## config.mk

```make
export PLATFORM = sky130hd
export DESIGN_NAME = rv_trace_buf_flat
export DESIGN_NICKNAME = d
export VERILOG_FILES = /design/src/rtl/rv_trace_buf_if.sv /design/src/rtl/rv_trace_buf.sv /design/src/flat_wrapper.sv
export SDC_FILE = /design/constraint.sdc
export NUM_CORES = 2
export LEC_CHECK = 0
export ABC_CLOCK_PERIOD_IN_PS = 22400
export BUFFER_PORTS_ARGS = -buffer_cell sky130_fd_sc_hd__buf_4
export CORE_AREA = 3 3 482 340
export DETAILED_ROUTE_END_ITERATION = 16
export DIE_AREA = 0 0 485 343
export PLACE_DENSITY = 0.68
export REMOVE_ABC_BUFFERS = 1
export SLEW_MARGIN = 20
export SYNTH_ARGS = -nofsm -noshare
export SYNTH_HDL_FRONTEND = slang
export SYNTH_SLANG_ARGS = --single-unit
```

## constraint.sdc

```tcl
create_clock -name i_clk -period 22.4 [get_ports i_clk]
set_input_delay 4.48 -clock i_clk [delete_from_list [all_inputs] [get_ports i_clk]]
set_output_delay 4.48 -clock i_clk [all_outputs]
set_load 0.05 [all_outputs]
```

## src/rtl/rv_trace_buf_if.sv

```systemverilog
// rv_trace_buf_if: retire-capture inputs and record drain stream of the retire-trace buffer.
interface rv_trace_buf_if #(
    parameter int IADDR_SPACE_BITS = 32,
    parameter int DEPTH            = 16
);
    logic                        i_retire;
    logic [IADDR_SPACE_BITS-2:0] i_pc;
    logic [31:0]                 i_instr;
    logic                        i_reg_write;
    logic [31:0]                 i_reg_data;
    logic                        i_mem_read;
    logic                        i_mem_write;
    logic [31:0]                 i_mem_addr;
    logic                        i_trigger;
    logic                        i_clear;
    logic                        o_rec_valid;
    logic                        i_rec_ready;
    logic [IADDR_SPACE_BITS-1:0] o_rec_pc;
    logic [31:0]                 o_rec_instr;
    logic [31:0]                 o_rec_data;
    logic [31:0]                 o_rec_addr;
    logic [4:0]                  o_rec_flags;
    logic [$clog2(DEPTH):0]      o_count;
    logic [15:0]                 o_drop_cnt;
    logic                        o_overflow;
    logic [1:0]                  o_state;

    modport master (
        output i_retire, i_pc, i_instr, i_reg_write, i_reg_data, i_mem_read, i_mem_write,
               i_mem_addr, i_trigger, i_clear, i_rec_ready,
        input  o_rec_valid, o_rec_pc, o_rec_instr, o_rec_data, o_rec_addr, o_rec_flags,
               o_count, o_drop_cnt, o_overflow, o_state
    );
    modport slave (
        input  i_retire, i_pc, i_instr, i_reg_write, i_reg_data, i_mem_read, i_mem_write,
               i_mem_addr, i_trigger, i_clear, i_rec_ready,
        output o_rec_valid, o_rec_pc, o_rec_instr, o_rec_data, o_rec_addr, o_rec_flags,
               o_count, o_drop_cnt, o_overflow, o_state
    );
endinterface

```

## src/rtl/rv_trace_buf.sv

```systemverilog
// rv_trace_buf: retire-trace FIFO with a trigger FSM that freezes capture POST_TRIG records after an event.
module rv_trace_buf #(
    parameter int IADDR_SPACE_BITS = 32,
    parameter int DEPTH            = 16,
    parameter int POST_TRIG        = 4
) (
    input logic           i_clk,
    input logic           i_reset_n,
    rv_trace_buf_if.slave trc
);
    localparam int AW = $clog2(DEPTH);
    localparam int RW = IADDR_SPACE_BITS - 1 + 96 + 5;
    localparam logic [31:0] EBREAK = 32'h0010_0073;

    typedef enum logic [1:0] {ARMED = 2'd0, TRIGGERED = 2'd1, STOPPED = 2'd2, UNUSED = 2'd3} state_t;

    logic [RW-1:0] mem [DEPTH];
    logic [RW-1:0] rec_in, head;
    logic [AW:0]   wr_ptr, rd_ptr, post_cnt, post_nx;
    state_t        state, state_nx;
    logic [15:0]   drop_cnt;
    logic          overflow, gap;
    logic          empty, full, pop, capture, push, drop, trig;

    assign empty   = wr_ptr == rd_ptr;
    assign full    = wr_ptr[AW-1:0] == rd_ptr[AW-1:0] && wr_ptr[AW] != rd_ptr[AW];
    assign pop     = !empty && trc.i_rec_ready;
    assign capture = trc.i_retire && state != STOPPED;
    assign push    = capture && (!full || pop);
    assign drop    = capture && full && !pop;
    assign trig    = trc.i_trigger || (trc.i_retire && trc.i_instr == EBREAK);

    // Record layout: pc[IADDR-1:1] | instr | data | addr | flags; data/addr masked here so the drain never sees stale operands
    assign rec_in = {trc.i_pc, trc.i_instr,
                     trc.i_reg_write ? trc.i_reg_data : 32'd0,
                     (trc.i_mem_read || trc.i_mem_write) ? trc.i_mem_addr : 32'd0,
                     gap, state == ARMED && trig, trc.i_mem_write, trc.i_mem_read, trc.i_reg_write};
    assign head = mem[rd_ptr[AW-1:0]];

    assign trc.o_rec_valid = !empty;
    assign trc.o_rec_pc    = {head[RW-1 -: IADDR_SPACE_BITS-1], 1'b0};
    assign trc.o_rec_instr = head[100:69];
    assign trc.o_rec_data  = head[68:37];
    assign trc.o_rec_addr  = head[36:5];
    assign trc.o_rec_flags = head[4:0];
    assign trc.o_count     = wr_ptr - rd_ptr;
    assign trc.o_drop_cnt  = drop_cnt;
    assign trc.o_overflow  = overflow;
    assign trc.o_state     = state;

    always_comb begin
        state_nx = state;
        post_nx  = post_cnt;
        case (state)
            ARMED: if (trig) begin
                post_nx  = (AW+1)'(POST_TRIG);
                state_nx = POST_TRIG == 0 ? STOPPED : TRIGGERED;
            end
            TRIGGERED: if (capture) begin
                post_nx  = post_cnt - (AW+1)'(1);
                state_nx = post_cnt == (AW+1)'(1) ? STOPPED : TRIGGERED;
            end
            STOPPED: state_nx = STOPPED;
            default: state_nx = ARMED;
        endcase
    end

    always_ff @(posedge i_clk or negedge i_reset_n) begin
        if (!i_reset_n) begin
            wr_ptr   <= '0;
            rd_ptr   <= '0;
            post_cnt <= '0;
            state    <= ARMED;
            drop_cnt <= '0;
            overflow <= 1'b0;
            gap      <= 1'b0;
        end else if (trc.i_clear) begin
            wr_ptr   <= '0;
            rd_ptr   <= '0;
            post_cnt <= '0;
            state    <= ARMED;
            drop_cnt <= '0;
            overflow <= 1'b0;
            gap      <= 1'b0;
        end else begin
            wr_ptr   <= wr_ptr + (AW+1)'(push);
            rd_ptr   <= rd_ptr + (AW+1)'(pop);
            post_cnt <= post_nx;
            state    <= state_nx;
            drop_cnt <= drop_cnt + 16'(drop && drop_cnt != 16'hFFFF);
            overflow <= overflow || drop;
            gap      <= drop || (gap && !push);
        end
    end

    always_ff @(posedge i_clk) begin
        if (push && !trc.i_clear) mem[wr_ptr[AW-1:0]] <= rec_in;
    end
endmodule

```

## src/flat_wrapper.sv

```systemverilog
// flat-port wrapper written by rule: the top's interface ports become plain ports
module rv_trace_buf_flat 
#(
    parameter int IADDR_SPACE_BITS = 32,
    parameter int DEPTH            = 16,
    parameter int POST_TRIG        = 4
)
  (i_clk, i_reset_n, trc_i_retire, trc_i_pc, trc_i_instr, trc_i_reg_write, trc_i_reg_data, trc_i_mem_read, trc_i_mem_write, trc_i_mem_addr, trc_i_trigger, trc_i_clear, trc_i_rec_ready, trc_o_rec_valid, trc_o_rec_pc, trc_o_rec_instr, trc_o_rec_data, trc_o_rec_addr, trc_o_rec_flags, trc_o_count, trc_o_drop_cnt, trc_o_overflow, trc_o_state);
  rv_trace_buf_if #(.IADDR_SPACE_BITS(IADDR_SPACE_BITS), .DEPTH(DEPTH)) trc_i ();
  input logic i_clk;
  input logic i_reset_n;
  input wire logic [$bits(trc_i.i_retire)-1:0] trc_i_retire;
  input wire logic [$bits(trc_i.i_pc)-1:0] trc_i_pc;
  input wire logic [$bits(trc_i.i_instr)-1:0] trc_i_instr;
  input wire logic [$bits(trc_i.i_reg_write)-1:0] trc_i_reg_write;
  input wire logic [$bits(trc_i.i_reg_data)-1:0] trc_i_reg_data;
  input wire logic [$bits(trc_i.i_mem_read)-1:0] trc_i_mem_read;
  input wire logic [$bits(trc_i.i_mem_write)-1:0] trc_i_mem_write;
  input wire logic [$bits(trc_i.i_mem_addr)-1:0] trc_i_mem_addr;
  input wire logic [$bits(trc_i.i_trigger)-1:0] trc_i_trigger;
  input wire logic [$bits(trc_i.i_clear)-1:0] trc_i_clear;
  input wire logic [$bits(trc_i.i_rec_ready)-1:0] trc_i_rec_ready;
  output wire logic [$bits(trc_i.o_rec_valid)-1:0] trc_o_rec_valid;
  output wire logic [$bits(trc_i.o_rec_pc)-1:0] trc_o_rec_pc;
  output wire logic [$bits(trc_i.o_rec_instr)-1:0] trc_o_rec_instr;
  output wire logic [$bits(trc_i.o_rec_data)-1:0] trc_o_rec_data;
  output wire logic [$bits(trc_i.o_rec_addr)-1:0] trc_o_rec_addr;
  output wire logic [$bits(trc_i.o_rec_flags)-1:0] trc_o_rec_flags;
  output wire logic [$bits(trc_i.o_count)-1:0] trc_o_count;
  output wire logic [$bits(trc_i.o_drop_cnt)-1:0] trc_o_drop_cnt;
  output wire logic [$bits(trc_i.o_overflow)-1:0] trc_o_overflow;
  output wire logic [$bits(trc_i.o_state)-1:0] trc_o_state;
  assign trc_i.i_retire = trc_i_retire;
  assign trc_i.i_pc = trc_i_pc;
  assign trc_i.i_instr = trc_i_instr;
  assign trc_i.i_reg_write = trc_i_reg_write;
  assign trc_i.i_reg_data = trc_i_reg_data;
  assign trc_i.i_mem_read = trc_i_mem_read;
  assign trc_i.i_mem_write = trc_i_mem_write;
  assign trc_i.i_mem_addr = trc_i_mem_addr;
  assign trc_i.i_trigger = trc_i_trigger;
  assign trc_i.i_clear = trc_i_clear;
  assign trc_i.i_rec_ready = trc_i_rec_ready;
  assign trc_o_rec_valid = trc_i.o_rec_valid;
  assign trc_o_rec_pc = trc_i.o_rec_pc;
  assign trc_o_rec_instr = trc_i.o_rec_instr;
  assign trc_o_rec_data = trc_i.o_rec_data;
  assign trc_o_rec_addr = trc_i.o_rec_addr;
  assign trc_o_rec_flags = trc_i.o_rec_flags;
  assign trc_o_count = trc_i.o_count;
  assign trc_o_drop_cnt = trc_i.o_drop_cnt;
  assign trc_o_overflow = trc_i.o_overflow;
  assign trc_o_state = trc_i.o_state;
  rv_trace_buf #(.IADDR_SPACE_BITS(IADDR_SPACE_BITS), .DEPTH(DEPTH), .POST_TRIG(POST_TRIG)) u_core (.i_clk(i_clk), .i_reset_n(i_reset_n), .trc(trc_i));
endmodule
```

==> results.md <==
- Outcome: completed
- WP depth: 8
- Clock Pin Slew Worst Setup and Hold Paths: 70 ps
- Antenna viol nets, final: 0
- Share of layout cells above drive strength 1: 0.205
- Syn avg cell area: 20.3 um^2
- Seq/Total Area, Yosys: 0.776
- Synth warnings: 0
- GRT Overall Usage: 0.236
- Combinational family with the most area after synthesis: multiplexers
- Crit path launch type: flop
- Worst vdd ir: 0.0709 mV
- Vias in the first global route: 41.4k
- Final period util: 0.479
- Final #Nets: 4572
- Post-Synth XOR/XNOR Area: 0.00243
- Crit path max-delay family: buffers and inverters
- Die Area: 0.166 mm^2
- Slew headroom: 0.207
- Pin count of the biggest net entering global routing: 161
- HPWL Detailed: 96.2 mm
- Post-synthesis mux area share: 0.136
- Top-count cell post-synth: edfxtp_1
- Cell Area, Synth: 0.0828 mm^2
- Synth top area share: 0.766
- # Post-CTS Setup Buffers: 0
- Worst hold stages: 1
- DIE WIDTH: 485 um
- Crit path top cell by count: buf_4
- CTS tree: done
- PostCTS Resize Cnt: 0
- CP Cell Sequence: buf_4, buf_4, buf_4, buf_4, mux4_2, a22oi_1, nand2_1, buf_4
- H-tree Lvls: 4
- Worst slew pin tran: 1190 ps
- Row count: 123
- Starting Density: 0.518
- Max cap viols: 0
- FF-to-FF path depth: 9
- Count of boundary I/O pins: 294
- Top post-synthesis cells by count: edfxtp_1 (2112), mux2i_1 (526), mux4_2 (266), a221oi_1 (262), nand2_1 (143)
- Worst hold path class: flop to flop
- Cell Pwr Density: 95.1 mW/mm^2
- Critical path type: flop to output pin
- Initial antenna violation count: 9
- Cells after Synth: 4086
- Share of flip-flops with an asynchronous set or reset: 0.0163
- Chip height: 343 um
- First-pass GRT wire length: 288 mm
- CTS Buffer Depth: 3
- DRC: 0
- Clk Latency, worst-skew pair: 810 ps
- Lkg Pwr: 0.0296 uW
- Area grow syn2layout: 12.9%
- Buf+Inv Stages, Crit Path: 5
- Critical Path Sink Type: output pin
- RSZ-0062 raised after global routing: false
- WL final: 198 mm
- Synth area leader: edfxtp_1
- Post-Synth Adder-Cell Area: 0.00205
- CP max-delay cell: dfrtp_4
- Dominant cells by area after synthesis: edfxtp_1 (77%), mux4_2 (7.2%), mux2i_1 (6.4%), a221oi_1 (2.8%), a22oi_1 (1.2%)
- Total iterations of the first detailed-routing run: 5
- Post-synth cell types: 52
- Worst Skew: 13.7 ps
- Final setup viols: 0
- CP Data Required Time: 17920 ps
- CTS Sinks: 2147
- # port buffers: 292
- Post-synth EDFFs: 2112
- FILL cells: 11.6k
- Vias/cell: 6.19
- Min cycle time layout: 10730 ps
- Slew Limit Fails: 0
- Drt first-iter violations: 4649
- Crit-path max cell delay: 990 ps
- Total gr overflow: 0
- Total number of vias: 41.5k
- Num CTS Buffers: 195
- Peak Freq: 93.2 MHz
- Root buf cell: clkbuf_16
- Routed wire length per instance: 29.5 um
- Final Hold Fails: 0
- Post-Route Setup TNS: 0 ps
- CP arrival: 6250 ps
- CTS Hold Bufs: 0
- Prevailing post-synth register cell: edfxtp_1
- Crit-path max FO: 53
- Simple-gate share of the synthesized area: 0.0180
- Worst hold margin: 509 ps
- Core area: 0.160 mm^2
- Final RePlAce weighted congestion: 0.746
- Yosys reg bits: 2147
- Compound-Gate Fraction of Synth Area: 0.0498
==> logic make-up after synthesis <==
group | Yosys count
buf+inv | 250
other cells | 1
fa+ha+maj | 13
mux | 793
compound gates | 550
simple gates | 309
flops | 2147
xor+xnor | 23
==> area by class of cell <==
cell class / count / area, um^2 / share of cell area
inverter: 16 / 67.6 / 0.000722
timing repair buffer: 374 / 2980 / 0.0318
multi-input combinational: 1689 / 17400 / 0.186
antenna: 4 / 10.0 / 0.000107
clock buffer: 241 / 5180 / 0.0554
sequential: 2147 / 64300 / 0.688
clock inverter: 113 / 917 / 0.00981
tap: 2125 / 2660 / 0.0284
==> registers in the layout, indices dropped and copies added (netlist names) <==
signal                 count
u_core.trc.o_drop_cnt     16
u_core.post_cnt            5
u_core.trc.o_overflow      1
u_core.rd_ptr              5
u_core.gap                 1
u_core.mem              2112
u_core.wr_ptr              5
u_core.trc.o_state         2
==> final timing paths <==
| kind | startpoint | to | slack (ps) |
|---|---|---|---|
| setup / recovery | u_core.rd_ptr[0] | trc_o_rec_instr[14] | 11670 |
| hold / removal | u_core.post_cnt[4] | u_core.post_cnt[4] | 510 |
| setup reg to reg | u_core.rd_ptr[2] | u_core.mem[13][128] | 17010 |
| hold reg to reg | u_core.post_cnt[4] | u_core.post_cnt[4] | 510 |
| max in group asynchronous | i_reset_n | u_core.rd_ptr[3] | 18410 |
| min in group asynchronous | i_reset_n | u_core.trc.o_drop_cnt[3] | 3620 |
==> placed cells by master, fill, tap and decap left out, drive strengths merged, types with 2 or more instances in the layout <==
master,synthesis,layout
or3,2,2
and2,33,33
nand3b,2,2
edfxtp,2112,2112
a221oi,262,262
diode,0,4
nor4bb,3,3
xnor2,9,9
a21oi,10,10
clkbuf,94,241
clkinvlp,0,7
buf,140,374
a22oi,130,130
xor2,14,14
nand3,14,14
and3,6,6
nor2,41,41
nor2b,38,38
dfrtp,35,35
bufinv,0,12
and4,3,3
o211a,2,2
a21o,2,2
nand4,4,4
nand2b,2,2
nor4,2,2
clkinv,0,88
nand2,143,143
nor3,13,13
mux4,266,266
ha,12,12
o21ai,138,138
mux2i,526,526
inv,16,22
==> report_power, final <==
| group | leakage (uW) | switching [uW] | internal (uW) |
|---|---|---|---|
| logic | 0.00705 | 724 | 482 |
| clock network | 0.00298 | 1440 | 1780 |
| registers | 0.0196 | 26.1 | 4450 |
| total | 0.0296 | 2190 | 6710 |
==> metrics by stage <==
step	worst slack, ps	util	total power [uW]	cell area, um^2	instances
after floorplan	-15770	-	6620	81600	3852
after global placement	12380	0.546	5770	87300	6348
after detailed placement	12360	0.546	5780	87400	6351
after CTS	11430	0.584	8980	93500	6705
after global routing	11140	0.584	9190	93500	6708
final	11670	0.584	8900	93500	6709
==> routing by layer <==
metal / global-route usage / part of all wire
met1: 0.340 / 0.42
met2: 0.384 / 0.49
met3: 0.0324 / 0.063
met4: 0.0619 / 0.021
met5: 0 / 0.00026
Power figures use the tool's default switching activity.
